<file path="src/rtl/reversible_mux_arbiter_pkg.sv">
`default_nettype none
// ============================================================================
// Module   : reversible_mux_arbiter_pkg
// Purpose  : Shared constants, FSM state type and Fredkin cell model for the
//            round-robin arbiter in front of the 4:1 Fredkin reversible mux.
// Revision : 1.0 - initial release
// ============================================================================
package reversible_mux_arbiter_pkg;

   localparam int c_num_req = 4;
   localparam int c_sel_w   = 2;

   typedef enum logic [0:0] {
      IDLE = 1'b0,
      XFER = 1'b1
   } state_t;

   // Q output of a Fredkin (controlled-swap) cell: with c=0 the I1 input
   // passes straight through to Q, with c=1 the inputs swap and I2 appears.
   // Only Q is consumed by the mux tree; P and R are the garbage outputs.
   function automatic logic fredkin_q(input logic c, input logic i1, input logic i2);
      return c ? i2 : i1;
   endfunction

endpackage
`default_nettype wire

</file>
<file path="src/rtl/reversible_mux_arbiter_rr_pick.sv">
`default_nettype none
// ============================================================================
// Module   : reversible_mux_arbiter_rr_pick
// Purpose  : Combinational round-robin picker. Returns the first set bit of
//            cand scanning ptr, ptr+1, ... modulo 4, plus an any-set flag.
// Revision : 1.0 - initial release
// ============================================================================
module reversible_mux_arbiter_rr_pick
   import reversible_mux_arbiter_pkg::*;
(
   input  logic [c_num_req-1:0] cand,
   input  logic [c_sel_w-1:0]   ptr,
   output logic [c_sel_w-1:0]   pick,
   output logic                 any
);

   logic [c_sel_w-1:0] w_idx;

   // Scan from the farthest offset down so the nearest candidate to ptr wins.
   always_comb begin
      pick  = '0;
      w_idx = '0;
      any   = |cand;
      for (int i = c_num_req - 1; i >= 0; i--) begin
         w_idx = ptr + i[c_sel_w-1:0];
         if (cand[w_idx]) begin
            pick = w_idx;
         end
      end
   end

endmodule
`default_nettype wire

</file>
<file path="src/rtl/reversible_mux_arbiter.sv">
`default_nettype none
// ============================================================================
// Module   : reversible_mux_arbiter
// Purpose  : Round-robin arbiter and burst sequencer sharing one 4:1 Fredkin
//            reversible mux between four serial requesters, with a registered
//            valid/ready output stage.
// Revision : 1.0 - initial release
// ============================================================================
module reversible_mux_arbiter
   import reversible_mux_arbiter_pkg::*;
#(
   parameter int MAX_BURST = 8,
   parameter int NUM_REQ   = 4
)(
   input  logic                 clk,
   input  logic                 rst_n,
   input  logic [3:0]           req_i,
   input  logic [3:0]           data_i,
   input  logic [3:0]           last_i,
   input  logic [3:0]           mask_i,
   output logic [3:0]           accept_o,
   output logic [3:0]           gnt_o,
   output logic                 out_valid,
   input  logic                 out_ready,
   output logic                 out_data,
   output logic [c_sel_w-1:0]   out_src,
   output logic                 out_last
);

   // The datapath is a fixed 4:1 tree, so any other requester count is rejected.
   if (NUM_REQ != c_num_req) begin : g_num_req_bad
      $error("reversible_mux_arbiter: NUM_REQ must be 4");
   end
   if (MAX_BURST < 1) begin : g_max_burst_bad
      $error("reversible_mux_arbiter: MAX_BURST must be >= 1");
   end

   localparam int                 c_cnt_w   = (MAX_BURST > 1) ? $clog2(MAX_BURST) : 1;
   localparam logic [c_cnt_w-1:0] c_cnt_cap = c_cnt_w'(MAX_BURST - 1);
   localparam logic [c_cnt_w-1:0] c_cnt_one = c_cnt_w'(1);

   state_t               r_state, w_state_nxt;
   logic [c_sel_w-1:0]   r_ptr, w_ptr_nxt;
   logic [c_sel_w-1:0]   r_sel, w_sel_nxt;
   logic [3:0]           r_gnt, w_gnt_nxt;
   logic [c_cnt_w-1:0]   r_cnt, w_cnt_nxt;

   logic                 r_out_valid, r_out_data, r_out_last;
   logic [c_sel_w-1:0]   r_out_src;

   logic [3:0]           w_cand;
   logic [c_sel_w-1:0]   w_pick;
   logic                 w_any;
   logic                 w_req_g, w_fire, w_last;
   logic                 w_mux_lo, w_mux_hi, w_mux_q;

   assign w_cand = req_i & ~mask_i;

   reversible_mux_arbiter_rr_pick u_rr_pick (
      .cand (w_cand),
      .ptr  (r_ptr),
      .pick (w_pick),
      .any  (w_any)
   );

   // Two-level Fredkin tree: sel[0] steers the in0/in1 and in2/in3 cells,
   // sel[1] steers the final cell whose Q is the mux output.
   assign w_mux_lo = fredkin_q(r_sel[0], data_i[0], data_i[1]);
   assign w_mux_hi = fredkin_q(r_sel[0], data_i[2], data_i[3]);
   assign w_mux_q  = fredkin_q(r_sel[1], w_mux_lo, w_mux_hi);

   // A beat moves when the granted requester has one and the output stage can take it.
   assign w_req_g  = req_i[r_sel];
   assign w_fire   = (r_state == XFER) & w_req_g & (~r_out_valid | out_ready);
   assign w_last   = last_i[r_sel] | (r_cnt == c_cnt_cap);
   assign accept_o = w_fire ? (4'b0001 << r_sel) : 4'b0000;
   assign gnt_o    = r_gnt;

   assign out_valid = r_out_valid;
   assign out_data  = r_out_data;
   assign out_src   = r_out_src;
   assign out_last  = r_out_last;

   // Arbitration state register.
   always_ff @(posedge clk or negedge rst_n) begin
      if (!rst_n) begin
         r_state <= IDLE;
         r_ptr   <= '0;
         r_sel   <= '0;
         r_gnt   <= '0;
         r_cnt   <= '0;
      end else begin
         r_state <= w_state_nxt;
         r_ptr   <= w_ptr_nxt;
         r_sel   <= w_sel_nxt;
         r_gnt   <= w_gnt_nxt;
         r_cnt   <= w_cnt_nxt;
      end
   end

   // Next-state logic: grant from IDLE, release on a last beat or on abandon.
   always_comb begin
      w_state_nxt = r_state;
      w_ptr_nxt   = r_ptr;
      w_sel_nxt   = r_sel;
      w_gnt_nxt   = r_gnt;
      w_cnt_nxt   = r_cnt;
      case (r_state)
         IDLE: begin
            if (w_any) begin
               w_state_nxt = XFER;
               w_gnt_nxt   = 4'b0001 << w_pick;
               w_sel_nxt   = w_pick;
               w_cnt_nxt   = '0;
            end
         end
         XFER: begin
            if ((w_fire && w_last) || !w_req_g) begin
               w_state_nxt = IDLE;
               w_gnt_nxt   = '0;
               w_ptr_nxt   = r_sel + 1'b1;
            end else if (w_fire) begin
               // The cap ends the grant before the counter could wrap.
               w_cnt_nxt = r_cnt + c_cnt_one;
            end
         end
         default: begin
            w_state_nxt = IDLE;
            w_gnt_nxt   = '0;
         end
      endcase
   end

   // Output register: load on fire, drain on ready, hold while stalled.
   always_ff @(posedge clk or negedge rst_n) begin
      if (!rst_n) begin
         r_out_valid <= 1'b0;
         r_out_data  <= 1'b0;
         r_out_src   <= '0;
         r_out_last  <= 1'b0;
      end else if (w_fire) begin
         r_out_valid <= 1'b1;
         r_out_data  <= w_mux_q;
         r_out_src   <= r_sel;
         r_out_last  <= w_last;
      end else if (out_ready) begin
         r_out_valid <= 1'b0;
      end
   end

endmodule
`default_nettype wire

</file>
<file path="config.mk">
export PLATFORM = sky130hd
export DESIGN_NAME = reversible_mux_arbiter
export DESIGN_NICKNAME = d
export VERILOG_FILES = /design/src/rtl/reversible_mux_arbiter_pkg.sv /design/src/rtl/reversible_mux_arbiter_rr_pick.sv /design/src/rtl/reversible_mux_arbiter.sv
export SDC_FILE = /design/constraint.sdc
export NUM_CORES = 1
export LEC_CHECK = 0
export ABC_AREA = 1
export BUFFER_PORTS_ARGS = -buffer_cell sky130_fd_sc_hd__buf_2
export CAP_MARGIN = 10
export CORE_UTILIZATION = 46
export DETAILED_ROUTE_END_ITERATION = 7
export PLACE_DENSITY = 0.79
export SLEW_MARGIN = 20
export SYNTH_ARGS = -nofsm -noshare
export SYNTH_HDL_FRONTEND = slang
export SYNTH_SLANG_ARGS = --single-unit
</file>
<file path="constraint.sdc">
create_clock -name clk -period 3 [get_ports clk]
set_input_delay 0.15 -clock clk [delete_from_list [all_inputs] [get_ports clk]]
set_output_delay 0.15 -clock clk [all_outputs]
set_load 0.02 [all_outputs]
</file>
======== Yosys cells after proc, flatten, opt, wreduce, memory -nomap -nowiden ========
Cells that the tools add are included.
word-level totals
  input port bits ......................... 19
  memory bits (read-only) ................. 0
  bits in latches ......................... 0
  RAM bits ................................ 0
  flip-flop bits (word level) ............. 17
  output and inout port bits .............. 13
  memories ................................ 0
  word-level logic and storage cells ...... 75
cells by class
  eq/ne operators ......................... 5
  shift operators ......................... 2
  bitwise operators ....................... 8
  multiplexer cells ....................... 32
  multiply operators ...................... 0
  reduce and logical (&&, ||, !) cells .... 9
  div/mod/pow operators ................... 0
  $lt $le $gt $ge ......................... 5
  add/sub/neg operators ................... 5
operator list
  operator                                                    number
  less-than comparator 2 x 3 -> 1 bit, second input constant  5
  2-to-1 mux 1 bit                                            13
  binary-select mux 1 bit (select 2 bit)                      6
  2-to-1 mux 4 bit                                            3
  2-to-1 mux 3 bit                                            3
  2-to-1 mux 2 bit                                            4
  one-hot mux 4 bit (2 select lines)                          1
  << shifter 1 x 2 -> 4 bit, first input constant             2
  != test 2 x 1 -> 1 bit, second input constant               3
  one-hot mux 3 bit (2 select lines)                          1
  AND reduction 2 bit                                         3
  adder 2 x 1 -> 2 bit, second input constant                 2
  adder 2 bit, second input constant                          2
  AND 4 bit                                                   1
  inverter 4 bit                                              1
  OR reduction 4 bit                                          1
  adder 3 x 1 -> 3 bit, second input constant                 1
  equality test 3 bit, second input constant                  1
  AND reduction 3 bit                                         1
  AND 1 bit                                                   2
  != test 2 bit, second input constant                        1
  inverter 1 bit                                              2
  OR 1 bit                                                    2
  one-hot mux 1 bit (2 select lines)                          1
  other kinds (4)                                             4

======== Depth between registers and ports, before layout ========
Gate-level depths: netlist of run 1.
  depth in word-level cells ............... 11
  depth in mapped cells ................... 13
  mapped depth without buffers ............ 13

======== Hierarchy ========
A second synthesis of run 1 with hierarchy kept.
second synthesis, totals
  cells, all modules ...................... 181
  area, all modules ....................... 1239.9 µm²
by module, submodules not included
  module                          instances  area an instance (µm²)  cells each  seq. area each (µm²)
  reversible_mux_arbiter          1          1051.0                  135         425.4
  reversible_mux_arbiter_rr_pick  1          188.9                   46          0.0

======== Worst setup path before layout of run 1 ========
No wires, ideal clock.
  path type ............................... reg2out
  from .................................... register r_sel[0]
  to ...................................... output port accept_o[0]
  data arrival time ....................... 1.413 ns
  cell stages (with the launch flop) ...... 10
  path slack .............................. 1.437 ns
  buffers on the path ..................... 2
  data required time ...................... 2.850 ns
  cell sequence ........................... dfrtp_1 -> buf_6 -> inv_8 -> nand2_1 -> nand3_1 -> nand2_2 -> nor2_4 -> nand2_1 -> buf_2 -> nor2_1
between the ends
  cells in the longest elaborated chain, start to end .. 5
  elaborated cells on any way between the ends .. 6
  classes of those cells .................. shift (1); mux (3); bitwise (2)
ends and longest elaborated chain
  element                                 line                          text
  start: declaration                      reversible_mux_arbiter.sv:44  logic [c_sel_w-1:0] r_sel, w_sel_nxt;
  start signal: assignment                reversible_mux_arbiter.sv:95  r_sel <= w_sel_nxt;
  binary-select mux 1 bit (select 2 bit)  reversible_mux_arbiter.sv:73  assign w_req_g = req_i[r_sel];
  2-to-1 mux 1 bit (not written as such)  reversible_mux_arbiter.sv:73
  AND 1 bit (2 in a row)                  reversible_mux_arbiter.sv:74  assign w_fire = (r_state == XFER) & w_req_g & (~r_out_valid | out_ready);
  2-to-1 mux 4 bit *                      reversible_mux_arbiter.sv:76  assign accept_o = w_fire ? (4'b0001 << r_sel) : 4'b0000;
  end: declaration                        reversible_mux_arbiter.sv:21  output logic [3:0] accept_o,
Every way passes the cells marked *; elsewhere a longest branch is shown, timed or not. The select of a mux whose other input is x is not followed.

======== Worst setup path after layout of run 1 ========
Ends and elaborated chain as after synthesis.

==> Implementation_results.wiki, run 1 <==
{| class="wikitable"
! Metric !! Value
|-
| Status || finished clean
|-
| Biggest cell delay along the critical path || approximately 0.62 ns
|-
| Die Span Y || ~53 um
|-
| Hold crit path type || input pin to flip-flop
|-
| Cell taking the most area after synthesis || sky130_fd_sc_hd__dfrtp_1
|-
| Fraction of registers with async set/reset || 1.00
|-
| Worst slack at placement || ~1.2 ns
|-
| Worst Hold End || out_valid
|-
| Most common cell type on the critical path || sky130_fd_sc_hd__nand2_1
|-
| Area of all placed cells without fillers || between 0.001 and 0.0015 mm^2
|-
| Part of the Yosys area used for sequential elements || 0.350
|-
| Most used flip-flop cell after synthesis || sky130_fd_sc_hd__dfrtp_1
|-
| Setup slack of the critical path after layout || a little over 0.9 ns
|-
| Top delay family on crit path || simple AND/OR/NAND/NOR gates
|-
| Cell-by-cell listing of the critical path || nand2_1 > nand3_2 > nand2_2 > nor2_4 > nand2_1 > nor2_1 > buf_2
|-
| Hold Slack || ~0.19 ns
|-
| Synth top cells by count || sky130_fd_sc_hd__nand2_1 (59), sky130_fd_sc_hd__inv_1 (23), sky130_fd_sc_hd__dfrtp_1 (17), sky130_fd_sc_hd__nor2_1 (17), sky130_fd_sc_hd__nand3_1 (15)
|-
| Worst endpoint data arrival time || 1.93 ns
|-
| Largest net degree at the start of global routing || 18
|-
| Register bit count reported by yosys || 17
|-
| Total leakage power || approximately 0.86 nW
|-
| Reg2reg setup slack || approximately 1.2 ns
|-
| Number of nets at the end of the flow || 234
|-
| Net count after synthesis || around 200
|-
| Peak clock frequency supported by timing || 482 MHz
|-
| Clock skew || between 0.006 and 0.007 ns
|-
| Hold Crit Start || out_ready
|-
| GP Congestion || 0.869
|-
| Placed cell areas || ~0.0014 mm^2
|-
| Required time worst endpoint || around 2.9 ns
|-
| Chip width || between 50 and 60 um
|-
| Min cycle time layout || just over 2 ns
|-
| Area of the mapped netlist || between 0.001 and 0.0015 mm^2
|-
| RSZ-0062 raised after global routing || no
|-
| Library cells used by synthesis || 23
|-
| Wire length of the first global-routing pass || around 4200 um
|-
| Vias in the first global route || between 1k and 1.5k
|-
| Synth top area share || 0.350
|-
| Path depth of the worst reg2reg path || 9
|-
| Sum of overflow across all layers after global routing || 0
|-
| CTS clock-pin slew for the worst setup and hold paths || about 0.10 ns
|-
| Number of buffers and inverters on the critical path || 1
|-
| Fraction of final layout cells sized beyond drive strength 1 || 0.245
|-
| Clk root buf || sky130_fd_sc_hd__clkbuf_4
|-
| Maximum clock insertion buffer count || 2
|-
| Slew HR || 0.577
|-
| Relative area change from synthesis to final layout || 15.6%
|-
| Final TNS setup || 0 ns
|-
| Most instantiated library cell after synthesis || sky130_fd_sc_hd__nand2_1
|-
| Least-Margin Pin Slew || ~0.63 ns
|-
| Nature of the critical path endpoint || output port
|-
| Number of enable-type register cells in the synthesized netlist || 0
|-
| Source-to-sink clock delay at the later pin of the worst-skew pair || roughly 0.29 ns
|-
| Ratio of final minimum period to clock period || 0.692
|-
| WL per Instance || just over 10 um
|-
| Worst-path maximum fanout || 12
|-
| Number of antenna violations at the first check in global routing || 0
|-
| Syn Area/Cell || approximately 7 um^2
|-
| Starting density of the core || 0.491
|-
| Level count of the clock H-tree || 1
|-
| Count of antenna diodes in the layout || 0
|-
| Critical R2R Launch || r_sel[0]
|-
| Clock tree from TritonCTS || built
|-
| Largest cells by area after synthesis || sky130_fd_sc_hd__dfrtp_1 (35%), sky130_fd_sc_hd__nand2_1 (18%), sky130_fd_sc_hd__inv_1 (7.1%), sky130_fd_sc_hd__ha_1 (6.2%), sky130_fd_sc_hd__nand3_1 (6.2%)
|-
| Highest ir drop seen on vdd || between 0.5 and 0.6 mV
|-
| Core area || roughly 0.0025 mm^2
|-
| Power Density || approximately 980 mW/mm^2
|-
| Top-Level Pins || 32
|-
| Placement row count || 18
|-
| Count of final hold-check violations || 0
|-
| Initial DRC count || 20
|-
| CP max stage cell || sky130_fd_sc_hd__dfrtp_1
|-
| Setup-failing EPs final || 0
|-
| Number of nets still failing antenna checks after routing || 0
|-
| Half-perimeter wire length of the detailed placement result || ~1900 um
|-
| Max-capacitance violation count || 0
|-
| Num Clock Sinks || 17
|-
| Synthesis warning total || 0
|-
| Inserted Clock Buffers || 3
|-
| Post-detailed-routing wire length || 2450 um
|-
| Floorplan die area || 0.00285 mm^2
|-
| Buffers on Ports || 31
|-
| Class of the most critical setup path || flip-flop to output port
|-
| Reg-to-reg critical path endpoint || r_cnt[2]
|-
| Vias || about 1.1k
|-
| Number of cells on the worst hold path || 4
|-
| Post-detailed-route via-to-cell ratio || about 4.7
|-
| Synthesized netlist cell count || ~180
|-
| Quantity of gates resized following cts || 0
|-
| Number of detailed-route iterations in the first pass || 4
|-
| Critical Path Start Type || flip-flop
|-
| Number of design rule violations left after detail routing || 0
|-
| Total routing resource utilization after global routing || 0.204
|-
| Slew Viols, Final || 0
|}
registers in the layout, summed over array words and instances, names as in the netlist:
name       cells
out_valid      1
r_sel          2
out_data       1
r_cnt          3
gnt_o          4
r_ptr          2
out_src        2
r_state        1
out_last       1
tightest hold or removal path, delay by kind of cell:
family | cells | cell delay [ns]
AND/OR/NAND/NOR | 2 | 0.19
buffers and inverters | 2 | 0.10
where the power goes:
part	leakage [nW]	switching [mW]	internal [mW]
logic	0.629	0.534	0.277
registers	0.214	0.114	0.332
clock network	0.0150	0.0692	0.0516
what timing repair did:
item | in CTS | in global routing
endpoints found under the setup margin | 0 | 0
hold buffers | 1 | 0
hold endpoints to repair | 17 | 0
setup buffers | 0 | 0
logic make-up (layout without fill, tap and decap cells):
family / count (synthesis) / in the layout / synth area share
AO/OA/AOI/OAI: 12 / 12 / 0.0535
adder cells (fa/ha/maj): 6 / 6 / 0.0617
buffers and inverters: 32 / 64 / 0.124
flip-flops: 17 / 17 / 0.350
AND/OR/NAND/NOR: 109 / 109 / 0.410
cell usage in the layout (no fill, tap or decap), drive strengths merged:
master       count
a21oi            5
a31oi            1
buf             31
clkbuf           4
dfrtp           17
dlygate4sd3      1
ha               6
inv             28
nand2           66
nand3           17
nand3b           4
nor2            19
nor3             1
o21ai            6
or2              2
worst max-delay path by stage:
stage	cells after the start	startpoint	to	slack, ns
floorplan	9	r_sel[0]	accept_o[0]	1.44
global placement	9	r_sel[0]	r_cnt[1]	1.30
detailed placement	9	r_sel[0]	r_cnt[2]	1.21
CTS	7	r_sel[0]	accept_o[0]	0.93
global route	7	r_sel[0]	accept_o[3]	0.77
finish	7	r_sel[0]	accept_o[0]	0.92
final cells by class:
| class | count | area [um^2] |
|---|---|---|
| multi-input cells | 127 | 639 |
| repair buffers | 32 | 165 |
| fillers | 255 | 1070 |
| clock buffers | 4 | 26.3 |
| well taps | 30 | 37.5 |
| flip-flops and latches | 17 | 425 |
| inverters | 28 | 113 |
layer usage:
| metal | routed length [um] | global-route usage | up-vias |
|---|---|---|---|
| met5 | 0 | 0 | - |
| li1 | - | - | 604 |
| met2 | 1100 | 0.340 | 27 |
| met3 | 122 | 0.0259 | 2 |
| met4 | 15 | 0.0789 | 0 |
| met1 | 1220 | 0.264 | 484 |
stage by stage:
step	power, mW	utilization	cells
2_1_floorplan	1.10	-	176
3_3_place_gp	1.24	0.553	233
3_5_place_dp	1.25	0.553	233
4_1_cts	1.38	0.568	238
5_1_grt	1.53	0.568	238
6_report	1.38	0.568	238
No activity file was read; power rests on OpenSTA's default activity.
==> inputs of run 2 (changes only) <==
==> constraint.sdc (replaced) <==
create_clock -name clk -period 2.09 [get_ports clk]
set_input_delay 0.1045 -clock clk [delete_from_list [all_inputs] [get_ports clk]]
set_output_delay 0.1045 -clock clk [all_outputs]
set_load 0.02 [all_outputs]
==> run 2 against run 1 <==
  * Register-to-register slack worse by 0.67 ns
  * Via count is 2.3% higher
  * Wire length is 0.33% higher
  * Critical path depth is 1 higher
  * Non-clock buffer count stayed put
  * Largest cell class unchanged
  * Largest power group unchanged
==> Implementation_results.wiki, run 2 (synthesis gave the netlist of run 1 again) <==
{| class="wikitable"
! Metric !! Value
|-
| Status || finished clean
|-
| Number of buffers and inverters on the critical path || 2
|-
| Starting density of the core || 0.491
|-
| Number of nets still failing antenna checks after routing || 0
|-
| Cell count after placement || 233
|-
| Internal power || approximately 950 uW
|-
| Post-detailed-route via-to-cell ratio || 4.80
|-
| Post-CTS setup-driven buffer insertion count || 0
|-
| Clk root buf || sky130_fd_sc_hd__clkbuf_4
|-
| Commonest cells after routing, fill and taps aside || sky130_fd_sc_hd__nand2_1 (58), sky130_fd_sc_hd__buf_2 (31), sky130_fd_sc_hd__inv_1 (23), sky130_fd_sc_hd__nor2_1 (17), sky130_fd_sc_hd__dfrtp_1 (16)
|-
| Nature of the critical path endpoint || output port
|-
| Slew HR || 0.568
|-
| Number of nets at the end of the flow || 234
|-
| Buffers on Ports || 31
|-
| Count of antenna diodes in the layout || 0
|-
| Ratio of final minimum period to clock period || 0.870
|-
| Num Clock Sinks || 17
|-
| Clock skew || 0.00382 ns
|-
| Core area || around 0.0025 mm^2
|-
| Total routing resource utilization after global routing || 0.206
|-
| Power Density || roughly 1400 mW/mm^2
|-
| Initial DRC count || 27
|-
| Relative area change from synthesis to final layout || 16.0%
|-
| Peak clock frequency supported by timing || approximately 550 MHz
|-
| Clock tree from TritonCTS || built
|-
| Biggest cell delay along the critical path || 0.52 ns
|-
| Most common cell type on the critical path || sky130_fd_sc_hd__nand2_2
|-
| Most common cell after layout, fill and taps aside || sky130_fd_sc_hd__nand2_1
|-
| Flip-flop count of the largest register, all copies and words added || 4
|-
| Final TNS setup || 0 ns
|-
| Die Span Y || around 53 um
|-
| Count of final hold-check violations || 0
|-
| Class of the most critical setup path || flip-flop to output port
|-
| Placement row count || 18
|-
| Maximum clock insertion buffer count || 2
|-
| RSZ-0062 raised after global routing || no
|-
| Slew Viols, Final || 0
|-
| Area of all placed cells without fillers || 0.00141 mm^2
|-
| CTS clock-pin slew for the worst setup and hold paths || about 0.10 ns
|-
| Placed cell areas || around 0.0014 mm^2
|-
| GP Congestion || roughly 0.85
|-
| Filler-free cell count of the finished design || around 240
|-
| Top delay family on crit path || simple AND/OR/NAND/NOR gates
|-
| Source-to-sink clock delay at the later pin of the worst-skew pair || approximately 0.30 ns
|-
| Worst-path maximum fanout || 12
|-
| Critical Path Start Type || flip-flop
|-
| Highest ir drop seen on vdd || about 0.75 mV
|-
| Min cycle time layout || 1.82 ns
|-
| Hold Slack || ~0.13 ns
|-
| Fraction of final layout cells sized beyond drive strength 1 || 0.260
|-
| Half-perimeter wire length of the detailed placement result || 1920 um
|-
| Number of detailed-route iterations in the first pass || 4
|-
| Vias || 1143
|-
| Floorplan die area || 0.00285 mm^2
|-
| Vias in the first global route || about 1000
|-
| Number of design rule violations left after detail routing || 0
|-
| Worst endpoint data arrival time || roughly 1.7 ns
|-
| Wire length of the first global-routing pass || between 4000 and 5000 um
|-
| Level count of the clock H-tree || 1
|-
| Chip width || between 50 and 60 um
|-
| Inserted Clock Buffers || 3
|-
| Required time worst endpoint || between 1.5 and 2 ns
|-
| Power share of the clock group || 0.093
|-
| Switching power || approximately 1.0 mW
|-
| Setup-failing EPs final || 0
|-
| Hold crit path type || input pin to flip-flop
|-
| Number of antenna violations at the first check in global routing || 0
|-
| Cell-by-cell listing of the critical path || inv_8 > nand2_1 > nand3_1 > nand2_2 > nor2_4 > nand2_2 > nor2_1 > buf_2
|-
| Switching portion of total power || 0.521
|-
| Total leakage power || 0.860 nW
|-
| Post-detailed-routing wire length || 2460 um
|-
| Fraction of power consumed by sequential logic || 0.324
|-
| WL per Instance || between 10 and 15 um
|-
| CP max stage cell || sky130_fd_sc_hd__dfrtp_2
|-
| Comb power frac || 0.583
|-
| Least-Margin Pin Slew || 0.648 ns
|-
| Largest net degree at the start of global routing || 18
|-
| Sum of overflow across all layers after global routing || 0
|-
| Top-Level Pins || 32
|-
| Max-capacitance violation count || 0
|}
## run 2: power by group through the flow
stage | clock, mW | sequential [mW] | combinational [mW]
floorplan | 0 | 0.675 | 0.902
global placement | 0 | 0.646 | 1.13
global route | 0.212 | 0.669 | 1.33
CTS | 0.188 | 0.641 | 1.16
finish | 0.185 | 0.642 | 1.15
detailed placement | 0 | 0.647 | 1.15
## run 2: timing repair
| action | 4_1_cts | 5_1_grt |
|---|---|---|
| setup endpoints to repair | 0 | 4 |
| endpoints found under the hold margin | 17 | 0 |
| hold buffers | 1 | 0 |
| gates resized for setup | 0 | 2 |
## run 2: layer usage
metal	track usage	vias to the layer above	wire length (um)
met2	0.342	38	1100
met3	0.0287	6	163
met4	0.0921	0	42
li1	-	605	-
met5	0	-	0
met1	0.259	494	1150
## run 2: through the flow
step	total power [mW]	worst slack, ns	util
3_3_place_gp	1.78	0.383	0.553
2_1_floorplan	1.58	0.573	-
6_report	1.98	0.272	0.570
5_1_grt	2.21	0.118	0.570
3_5_place_dp	1.80	0.326	0.553
4_1_cts	1.99	0.0591	0.568
## run 2: worst paths after layout
kind | startpoint | end | slack (ns) | cells after the start
hold / removal | out_ready | out_valid | 0.13 | 4
min in group asynchronous | rst_n | out_last | 0.25 | 2
hold reg to reg | out_last | out_last | 0.48 | 2
setup reg to reg | r_sel[0] | r_cnt[1] | 0.52 | 10
setup / recovery | r_sel[0] | accept_o[3] | 0.27 | 8
max in group asynchronous | rst_n | r_sel[0] | 1.54 | 2
## run 2: area by class of cell
class / instances / area (um^2)
multi-input combinational: 127 / 642
clock inverter: 1 / 5.00
clock buffer: 3 / 22.5
fill: 239 / 1070
tap: 30 / 37.5
inverter: 28 / 113
sequential: 17 / 427
timing repair buffer: 32 / 165
## run 2: tightest hold or removal path, stage by stage
cell	delay, ns
sky130_fd_sc_hd__buf_2	0.07
sky130_fd_sc_hd__inv_1	0.03
sky130_fd_sc_hd__nand2_1	0.12
sky130_fd_sc_hd__nand2_1	0.07
